[src/rtl/ex_stage_alu_pkg.sv]
// ex_stage_alu_pkg
// Shared definitions for the execute-stage ALU slice: datapath widths,
// ALU operation encodings, and the instruction opcode values the decoder
// recognises.
package ex_stage_alu_pkg;

  localparam int DATA_W = 16;
  localparam int ADDR_W = 8;
  localparam int PC_INC = 2;

  // The R-type func field maps onto these codes one-to-one, so the
  // values 0..10 must stay in this order.
  typedef enum logic [3:0] {
    ALU_ADD = 4'h0,
    ALU_SUB = 4'h1,
    ALU_AND = 4'h2,
    ALU_OR  = 4'h3,
    ALU_MUL = 4'h4,
    ALU_DIV = 4'h5,
    ALU_SLL = 4'h6,
    ALU_SRL = 4'h7,
    ALU_ROL = 4'h8,
    ALU_ROR = 4'h9,
    ALU_MOV = 4'hA,
    ALU_NOP = 4'hF
  } alu_op_e;

  localparam logic [3:0] OPC_RTYPE = 4'd0;
  localparam logic [3:0] OPC_BEQ   = 4'd4;
  localparam logic [3:0] OPC_BLT   = 4'd5;
  localparam logic [3:0] OPC_BGT   = 4'd6;
  localparam logic [3:0] OPC_ANDI  = 4'd8;
  localparam logic [3:0] OPC_ORI   = 4'd9;
  localparam logic [3:0] OPC_LW    = 4'd10;
  localparam logic [3:0] OPC_SW    = 4'd11;
  localparam logic [3:0] OPC_JMP   = 4'd12;
  localparam logic [3:0] OPC_HALT  = 4'd15;

endpackage

[src/rtl/ex_stage_alu_if.sv]
// ex_stage_alu_if
// Bundles the execute-stage operand/result signals.
//   opcode, func : instruction bits [15:12] and [3:0]
//   op1, op2     : register-file read operands
//   pc_in        : current program counter
//   pc_next      : pc_in + PC_INC (combinational)
//   alu_op       : decoded ALU operation (combinational)
//   up, low      : registered upper/lower result halves
//   ze           : registered flags, [0] zero, [1] negative
// master = instruction/operand source, slave = the execute stage.
interface ex_stage_alu_if;
  import ex_stage_alu_pkg::*;

  logic [3:0]        opcode;
  logic [3:0]        func;
  logic [DATA_W-1:0] op1;
  logic [DATA_W-1:0] op2;
  logic [ADDR_W-1:0] pc_in;
  logic [ADDR_W-1:0] pc_next;
  logic [3:0]        alu_op;
  logic [DATA_W-1:0] up;
  logic [DATA_W-1:0] low;
  logic [1:0]        ze;

  modport master (
    output opcode, func, op1, op2, pc_in,
    input  pc_next, alu_op, up, low, ze
  );

  modport slave (
    input  opcode, func, op1, op2, pc_in,
    output pc_next, alu_op, up, low, ze
  );

endinterface

[src/rtl/ex_alu_decode.sv]
// ex_alu_decode
// Combinational ALU-control decoder.
//   opcode : instruction bits [15:12]
//   func   : instruction bits [3:0], only meaningful for R-type
//   alu_op : ALU operation; anything unrecognised decodes to ALU_NOP
module ex_alu_decode
  import ex_stage_alu_pkg::*;
(
  input  logic [3:0] opcode,
  input  logic [3:0] func,
  output alu_op_e    alu_op
);

  always_comb begin
    // NOTE: default assigned first so every path drives alu_op; no latch.
    alu_op = ALU_NOP;
    case (opcode)
      OPC_RTYPE: if (func <= 4'd10) alu_op = alu_op_e'(func);
      OPC_ANDI:  alu_op = ALU_AND;
      OPC_ORI:   alu_op = ALU_OR;
      OPC_LW,
      OPC_SW:    alu_op = ALU_ADD;   // address = base + offset
      OPC_BEQ,
      OPC_BLT,
      OPC_BGT:   alu_op = ALU_SUB;   // branch compare via difference
      OPC_JMP:   alu_op = ALU_MOV;
      OPC_HALT:  alu_op = ALU_NOP;
      default:   alu_op = ALU_NOP;
    endcase
  end

endmodule

[src/rtl/ex_stage_alu.sv]
// ex_stage_alu
// Execute stage: ALU-control decode, 16-bit ALU with registered 32-bit
// result (up/low) and zero/negative flags, and the PC incrementer.
//   CLOCK : system clock, rising edge
//   CLEAR : synchronous active-high clear of up/low/ze
//   bus   : ex_stage_alu_if slave (operands in, results out)
// Results for inputs present at edge N appear after edge N. NOP leaves
// the result registers untouched.
module ex_stage_alu
  import ex_stage_alu_pkg::*;
(
  input  logic            CLOCK,
  input  logic            CLEAR,
  ex_stage_alu_if.slave   bus
);

  alu_op_e                  op;
  logic [DATA_W-1:0]        res_up;
  logic [DATA_W-1:0]        res_low;
  logic signed [2*DATA_W-1:0] prod;
  logic signed [DATA_W-1:0] div_q;
  logic signed [DATA_W-1:0] div_r;
  logic [3:0]               sh;
  logic [4:0]               sh_inv;

  ex_alu_decode u_decode (
    .opcode (bus.opcode),
    .func   (bus.func),
    .alu_op (op)
  );

  assign bus.alu_op  = op;
  assign bus.pc_next = bus.pc_in + ADDR_W'(PC_INC);

  assign sh     = bus.op2[3:0];
  assign sh_inv = 5'd16 - {1'b0, sh};   // shift by 16 yields 0, so sh=0 rotates cleanly
  assign prod   = $signed(bus.op1) * $signed(bus.op2);

  // -32768 / -1 overflows a 16-bit signed quotient; its wrapped result
  // (0x8000, remainder 0) is produced explicitly rather than relying on
  // simulator/synthesis behaviour for the overflow case.
  always_comb begin
    div_q = '0;
    div_r = '0;
    if (bus.op1 == 16'h8000 && bus.op2 == 16'hFFFF) begin
      div_q = 16'sh8000;
      div_r = '0;
    end else if (bus.op2 != '0) begin
      div_q = $signed(bus.op1) / $signed(bus.op2);
      div_r = $signed(bus.op1) % $signed(bus.op2);
    end
  end

  always_comb begin
    res_up  = '0;
    res_low = '0;
    case (op)
      ALU_ADD: res_low = bus.op1 + bus.op2;
      ALU_SUB: res_low = bus.op1 - bus.op2;
      ALU_AND: res_low = bus.op1 & bus.op2;
      ALU_OR:  res_low = bus.op1 | bus.op2;
      ALU_MUL: {res_up, res_low} = prod;
      ALU_DIV: begin
        if (bus.op2 == '0) begin
          res_up  = bus.op1;
          res_low = 16'hFFFF;
        end else begin
          res_up  = div_r;
          res_low = div_q;
        end
      end
      ALU_SLL: res_low = bus.op1 << sh;
      ALU_SRL: res_low = bus.op1 >> sh;
      ALU_ROL: res_low = (bus.op1 << sh) | (bus.op1 >> sh_inv);
      ALU_ROR: res_low = (bus.op1 >> sh) | (bus.op1 << sh_inv);
      ALU_MOV: res_low = bus.op2;
      default: ;   // NOP: result unused, registers hold
    endcase
  end

  always_ff @(posedge CLOCK) begin
    // NOTE: non-blocking assignments for registered state; CLEAR is checked
    // first so it wins over any operation presented in the same cycle.
    if (CLEAR) begin
      bus.up  <= '0;
      bus.low <= '0;
      bus.ze  <= '0;
    end else if (op != ALU_NOP) begin
      bus.up  <= res_up;
      bus.low <= res_low;
      bus.ze  <= {res_low[DATA_W-1], (res_low == '0)};
    end
  end

endmodule

[src/flat_wrapper.sv]
// flat-port wrapper written by rule: the top's interface ports become plain ports
module ex_stage_alu_flat import ex_stage_alu_pkg::*;
  (CLOCK, CLEAR, bus_opcode, bus_func, bus_op1, bus_op2, bus_pc_in, bus_pc_next, bus_alu_op, bus_up, bus_low, bus_ze);
  ex_stage_alu_if bus_i ();
  input  logic CLOCK;
  input  logic CLEAR;
  input wire logic [$bits(bus_i.opcode)-1:0] bus_opcode;
  input wire logic [$bits(bus_i.func)-1:0] bus_func;
  input wire logic [$bits(bus_i.op1)-1:0] bus_op1;
  input wire logic [$bits(bus_i.op2)-1:0] bus_op2;
  input wire logic [$bits(bus_i.pc_in)-1:0] bus_pc_in;
  output wire logic [$bits(bus_i.pc_next)-1:0] bus_pc_next;
  output wire logic [$bits(bus_i.alu_op)-1:0] bus_alu_op;
  output wire logic [$bits(bus_i.up)-1:0] bus_up;
  output wire logic [$bits(bus_i.low)-1:0] bus_low;
  output wire logic [$bits(bus_i.ze)-1:0] bus_ze;
  assign bus_i.opcode = bus_opcode;
  assign bus_i.func = bus_func;
  assign bus_i.op1 = bus_op1;
  assign bus_i.op2 = bus_op2;
  assign bus_i.pc_in = bus_pc_in;
  assign bus_pc_next = bus_i.pc_next;
  assign bus_alu_op = bus_i.alu_op;
  assign bus_up = bus_i.up;
  assign bus_low = bus_i.low;
  assign bus_ze = bus_i.ze;
  ex_stage_alu u_core (.CLOCK(CLOCK), .CLEAR(CLEAR), .bus(bus_i));
endmodule
[config.mk]
export PLATFORM = sky130hd
export DESIGN_NAME = ex_stage_alu_flat
export DESIGN_NICKNAME = d
export VERILOG_FILES = /design/src/rtl/ex_stage_alu_pkg.sv /design/src/rtl/ex_stage_alu_if.sv /design/src/rtl/ex_alu_decode.sv /design/src/rtl/ex_stage_alu.sv /design/src/flat_wrapper.sv
export SDC_FILE = /design/constraint.sdc
export NUM_CORES = 2
export LEC_CHECK = 0
export ABC_AREA = 1
export BUFFER_PORTS_ARGS = -buffer_cell sky130_fd_sc_hd__buf_2
export CORE_MARGIN = 4
export CORE_UTILIZATION = 58
export DETAILED_ROUTE_END_ITERATION = 8
export HOLD_SLACK_MARGIN = 0.1
export PLACE_DENSITY = 0.75
export SETUP_SLACK_MARGIN = 0.4
export SLEW_MARGIN = 10
export SYNTH_ARGS = -nofsm -noshare
export SYNTH_HDL_FRONTEND = slang
export SYNTH_SLANG_ARGS = --single-unit
[constraint.sdc]
create_clock -name CLOCK -period 35.6 [get_ports CLOCK]
set_clock_uncertainty 0.05 [all_clocks]
set_input_delay 1.78 -clock CLOCK [delete_from_list [all_inputs] [get_ports CLOCK]]
set_output_delay 1.78 -clock CLOCK [all_outputs]
set_load 0.005 [all_outputs]
# Word level (Yosys, flattened, before mapping)
# Cells that the tools add are included.
[classes]
n_eq_ne = 21
n_reduce_logical = 8
shifts = 4
n_bitwise = 4
magnitude_cmp = 1
mux = 10
div = 2
addsub = 4
mul = 1
[ops]
columns = ["cell", "n"]
rows = [
  ["case mux 16 bit (11 select lines)", 1],
  ["two-way mux 16 bit", 6],
  ["bitwise OR 16 bit", 3],
  ["equality test 16 bit, second input constant", 2],
  ["equality test 4 bit, second input constant", 8],
  ["logical NOT 16 bit", 2],
  ["multiplier 16 x 16 -> 32 bit", 1],
  ["case mux 16 bit (2 select lines)", 1],
  ["equality test 4 x 3 -> 1 bit, second input constant", 7],
  ["case mux 4 bit (6 select lines)", 1],
  ["adder 16 bit", 1],
  ["bitwise AND 16 bit", 1],
  ["divider 16 x 16 -> 16 bit", 1],
  ["modulo 16 x 16 -> 16 bit", 1],
  ["nonzero test 16 bit", 1],
  ["<< shifter 16 x 4 -> 16 bit", 1],
  ["<< shifter 16 x 5 -> 16 bit", 1],
  ["right shift 16 x 4 -> 16 bit", 1],
  ["right shift 16 x 5 -> 16 bit", 1],
  ["subtractor 16 bit", 1],
  ["adder 8 x 2 -> 8 bit, second input constant", 1],
  ["equality test 4 x 2 -> 1 bit, second input constant", 2],
  ["logical NOT 4 bit", 2],
  ["subtractor 5 x 4 -> 5 bit, first input constant", 1],
  ["7 further kinds", 7],
]
[word_totals]
output_inout_bits = 46
memories = 0
wordCells = 58
reg_bits = 34
latchBits = 0
romBits = 0
ramBits = 0

# Logic depth before layout (Yosys ltp)
[depth]
ltp_word = 6
depth_mapped = 243

# Cells and area by module
# A second synthesis with hierarchy kept.
[hier_totals]
hier_cells = 3998
area_unflattened_um2 = 25300.5
[by_module_without_submodules]
columns = ["module", "cells_per_inst", "area_each_um2", "seq_area_each_um2", "n_inst"]
rows = [
  ["ex_stage_alu", 3959, 25126.6, 660.6, 1],
  ["ex_alu_decode", 39, 173.9, 0.0, 1],
]

# Worst setup path before layout
# OpenSTA, ideal clock, no wires.
[synth_path]
path_kind = "input-to-reg"
start = "in bus_op2[0]"
end = "reg u_core.bus.ze[0]"
path_stages = 226
path_slack_ns = 7.619
required_time_ns = 35.480
t_arrival_ns = 27.861
path_cell_list = "inv_2 -> clkbuf_1 -> ha_1 -> nand2_2 -> nor2_4 -> nand3_1 -> nand2_1 -> nand2_1 -> nand2_1 -> nand2_2 -> nor2_8 -> nand3_1 -> inv_2 -> o2111ai_1 -> nand2_1 -> nand2_1 -> o21ai_0 -> inv_1 -> [... 190 more ...] -> inv_1 -> nor3_2 -> inv_1 -> nor3_1 -> inv_1 -> nor2_1 -> inv_1 -> nor3_1 -> nand3_1 -> nand2_1 -> nand2_1 -> xnor2_1 -> o21ai_0 -> a211oi_1 -> nand2_1 -> nor2_1 -> nand4_1 -> a21oi_1"
[synth_via]
elab_chain_len = 6
word_cells_on_any_way = 22
cone_classes = "add/sub: 3; mul: 1; div: 1; eq/ne: 1; shift: 4; mux: 4; bitwise: 4; reduce/logical: 4"
[synth_lines]
columns = ["element", "line", "rtl"]
rows = [
  ["from (decl)", "flat_wrapper.sv:10", "input wire logic [$bits(bus_i.op2)-1:0] bus_op2;"],
  ["divider 16 x 16 -> 16 bit (tied with other cells)", "ex_stage_alu.sv:49", "div_q = $signed(bus.op1) / $signed(bus.op2);"],
  ["two-way mux 16 bit / logical AND 1 bit (equally long branches)", "ex_stage_alu.sv:48, ex_stage_alu.sv:45", ""],
  ["two-way mux 16 bit", "ex_stage_alu.sv:45", "if (bus.op1 == 16'h8000 && bus.op2 == 16'hFFFF) begin"],
  ["two-way mux 16 bit", "ex_stage_alu.sv:64", "if (bus.op2 == '0) begin"],
  ["case mux 16 bit (11 select lines) (*)", "ex_stage_alu.sv:57", "case (op)"],
  ["logical NOT 16 bit (*)", "ex_stage_alu.sv:91", "bus.ze <= {res_low[DATA_W-1], (res_low == '0)};"],
  ["to (signal assigned)", "ex_stage_alu.sv:91", ""],
  ["to (decl)", "ex_stage_alu_if.sv:32", "output pc_next, alu_op, up, low, ze"],
]
# Mark *: on every way between the ends. The rest lies on a longest branch, timed or not.
# A chain may end at the register's enable or synchronous reset.

# Worst setup path in the final report
[layout_path]
start = "in bus_op2[2]"
end = "reg u_core.bus.ze[0]"
# Same word-level chain as after synthesis.

==> impl_metrics.csv <==
group,metric,value,unit
run_status,status,"finished, final reports clean",
pwr,sw_frac_of_total,0.602,
routing,drt-pass1-iter-count,6,
synthesis,synthArstFlopShare,0,
timing,timing.hold.ws,420,ps
pwr,power_density,71.5,nW/um2
clock_network,htreeDepth,2,
placed_design,dpl_cell_area,25400,um2
timing,clock.fmax,31.1,MHz
setup_path,start_kind,"primary input",
routing,num_vias,26119,
placed_design,pre_cts_ws,1330,ps
setup_path,reg2reg_to,"u_core.bus.low[6]",
floorplanning,die_x,214,um
finish,final_core_utilization,0.616,
synthesis,synthMuxAreaShare,0.00203,
timing,final_max_slew_viol_count,0,
min_path,hold_depth,2,
timing,max_slew_margin,0.183,
pwr,peakVddDrop,0.115,mV
setup_path,reg2regPathDepth,4,
floorplanning,dieArea,45800,um2
synthesis,synth_xor_area_frac,0.0385,
finish,final_nets,4458,
synthesis,ys_warn_count,0,
setup_path,r2r_slack,34640,ps
finish,fin_area,25800,um2
clock_network,clkTransAtPathRegs,60,ps
synthesis,synth_nets,4444,
synthesis,yosysMostFrequentCell,"nand2_1",
clock_network,clk_latency,270,ps
placed_design,routabilityCongestion,1.10,
pwr,intPower,0.000734,W
routing,finalWirelength,90100,um
setup_path,crit_family,"simple AND/OR/NAND/NOR gates",
routing,viasPerCell,5.88,
synthesis,synth_cell_types,73,
setup_path,crit_slowest_cell,"nor3_1",
setup_path,path_buf_inv,28,
min_path,min_to,"u_core.bus.up[2]",
floorplanning,rows,75,
timing,period_minus_slack,32140,ps
placed_design,dp_hpwl,70000,um
synthesis,synth_top_family_by_area,"adder cells",
pwr,pwr-share-seq,0.028,
clock_network,cts_buffers,5,
routing,drt_iter0_markers,2633,
min_path,min_path_type,"flip-flop to flip-flop",
global_routing,grt_max_degree,56,
clock_network,cts_buffer_depth,2,
timing,rsz0062_at_grt,"no",
finish,layout-drive-gt1-share,0.0900,
pwr,p_leak,14.7,nW
global_routing,antenna_found_initial,4,
synthesis,ys_seq_area_frac,0.0269,
synthesis,synth_compound_area_frac,0.147,
synthesis,syn_area,24600,um2
synthesis,synth_area_leaders,"fa_1 (21%), nand2_1 (16%), ha_1 (13%)",
clock_network,cts_sinks,33,
synthesis,yosysTopAreaCell,"fa_1",
timing,tightestPinTransition,1220,ps
setup_path,critPathCaptureType,"flip-flop",
floorplanning,start_util,0.586,
synthesis,ys_seq_elements,33,
synthesis,synth_top_cell_area_share,0.215,
global_routing,grt_pass1_vias,24885,
finish,area_delta_synth_final,4.98,%
pwr,p_sw,0.00111,W
clock_network,cts_tree,"built",
min_path,holdCritStartpoint,"u_core.bus.up[2]",
setup_path,r2r-start,"u_core.bus.low[6]",
setup_path,required,35760,ps
timing,hold_viol_final,0,
routing,avgRoutedWirePerCell,20.3,um
floorplanning,core,41900,um2
pwr,p_comb_frac,0.949,
setup_path,worst_path_most_repeated_cell,"nand2_1",
setup_path,setup.worst_path.class,"primary input to flip-flop",
synthesis,syn_inst,3884,
flow_run,max_cap_viol_count,0,
synthesis,synth_common_cells,"nand2_1 (1040), inv_1 (710), fa_1 (264)",
floorplanning,die-height,214,um
synthesis,yosys.area_share.simple,0.306,
synthesis,avgSynthCellArea,6.33,um2
global_routing,grt.overflow.total,0,
setup_path,arrival,32290,ps
routing,drc,0,
setup_path,cp_max_fo,22,
floorplanning,io_pins,96,
timing,setup_viol,0,
synthesis,synth-edff-count,0,
timing,setup_ws,3460,ps
setup_path,slowest_delay,650,ps
routing,ant_nets,0,
clock_network,cts-root-buf,"clkbuf_16",
global_routing,grt_pass1_wl,140000,um
placed_design,port_buffers,93,
timing,final.setup.tns,0,ps
pwr,clockPowerShare,0.024,
synthesis,ys.flop_type,"dfxtp_1",
timing,fin_crit_sh,0.903,
synthesis,synth_fa_ha_area_frac,0.340,
global_routing,grt_use_total,0.383,
placed cells by master (no fill, tap or decap), types with 18 or more instances in the layout:
cell,instances
nand2_1,1036
inv_1,703
fa_1,264
ha_1,244
o21ai_0,238
nor2_1,229
nand3_1,203
a21oi_1,186
buf_2,93
xor2_1,63
buf_4,56
nor3_1,47
xnor2_1,45
or2_2,43
nand2_2,39
dfxtp_1,33
nand3_2,29
nand4_1,23
a31oi_1,23
o211ai_1,20
o21ai_1,19
o21bai_1,18
state kept, by name, indices dropped and copies added, names as in the netlist:
register,count
u_core.bus.ze,2
u_core.bus.up,16
u_core.bus.low,15
worst reg2reg max path, stage by stage (launching register included):
cell	delay, ps
dfxtp_1	330
inv_1	60
nor2_1	50
o21ai_0	300
inv_1	60
layout make-up:
class / count / area, um2
timing repair buffer: 151 / 908
multi-input combinational: 2970 / 20600
antenna: 1 / 2.50
timing repair inverter: 1 / 5.00
fill: 4104 / 16100
clock inverter: 2 / 10.0
inverter: 736 / 2820
sequential: 33 / 661
clock buffer: 6 / 129
tap: 539 / 674
per-layer routing:
metal	global-route usage	part of all wire
met1	0.489	0.38
met2	0.613	0.44
met3	0.0637	0.10
met4	0.225	0.080
met5	0	0.00038
cells by family after synthesis:
| kind of cell | Yosys count |
|---|---|
| muxes | 5 |
| DFF | 33 |
| adders and majority gates | 510 |
| xor gates and xnor gates | 108 |
| buffers and inverters | 882 |
| AOI/OAI and AO/OA | 621 |
| and+or+nand+nor | 1725 |
through the flow:
stage | cells | power, W
after floorplan | 3884 | 0.00136
after global placement | 4412 | 0.00173
after detailed placement | 4412 | 0.00175
after CTS | 4420 | 0.00180
after global routing | 4438 | 0.00209
final | 4439 | 0.00185
power by group through the flow:
stage	Sequential, W	Clock (W)	Combinational, W
finish	0.0000512	0.0000437	0.00175
global route	0.0000516	0.0000442	0.00199
CTS	0.0000510	0.0000426	0.00171
detailed placement	0.0000517	0	0.00170
global placement	0.0000517	0	0.00168
floorplan	0.0000485	0	0.00131
timing repair:
action,in CTS,in global routing
endpoints found under the hold margin,0,0
resized for setup,0,41
endpoints found under the setup margin,0,33
buffers inserted,0,16
hold buffers,0,0
how the worst max path moves through the flow:
| stage | slack, ps | cells after the start | endpoint | start |
|---|---|---|---|---|
| 2_1_floorplan | 7620 | 226 | u_core.bus.ze[0] | bus_op2[0] |
| 3_3_place_gp | 2230 | 211 | u_core.bus.ze[0] | bus_op2[0] |
| 3_5_place_dp | 1330 | 212 | u_core.bus.ze[0] | bus_op2[0] |
| 4_1_cts | 1460 | 212 | u_core.bus.ze[0] | bus_op2[0] |
| 5_1_grt | 350 | 228 | u_core.bus.ze[0] | bus_op2[0] |
| 6_report | 3460 | 211 | u_core.bus.ze[0] | bus_op2[2] |
Note: power is estimated with default switching activity, not from simulation.
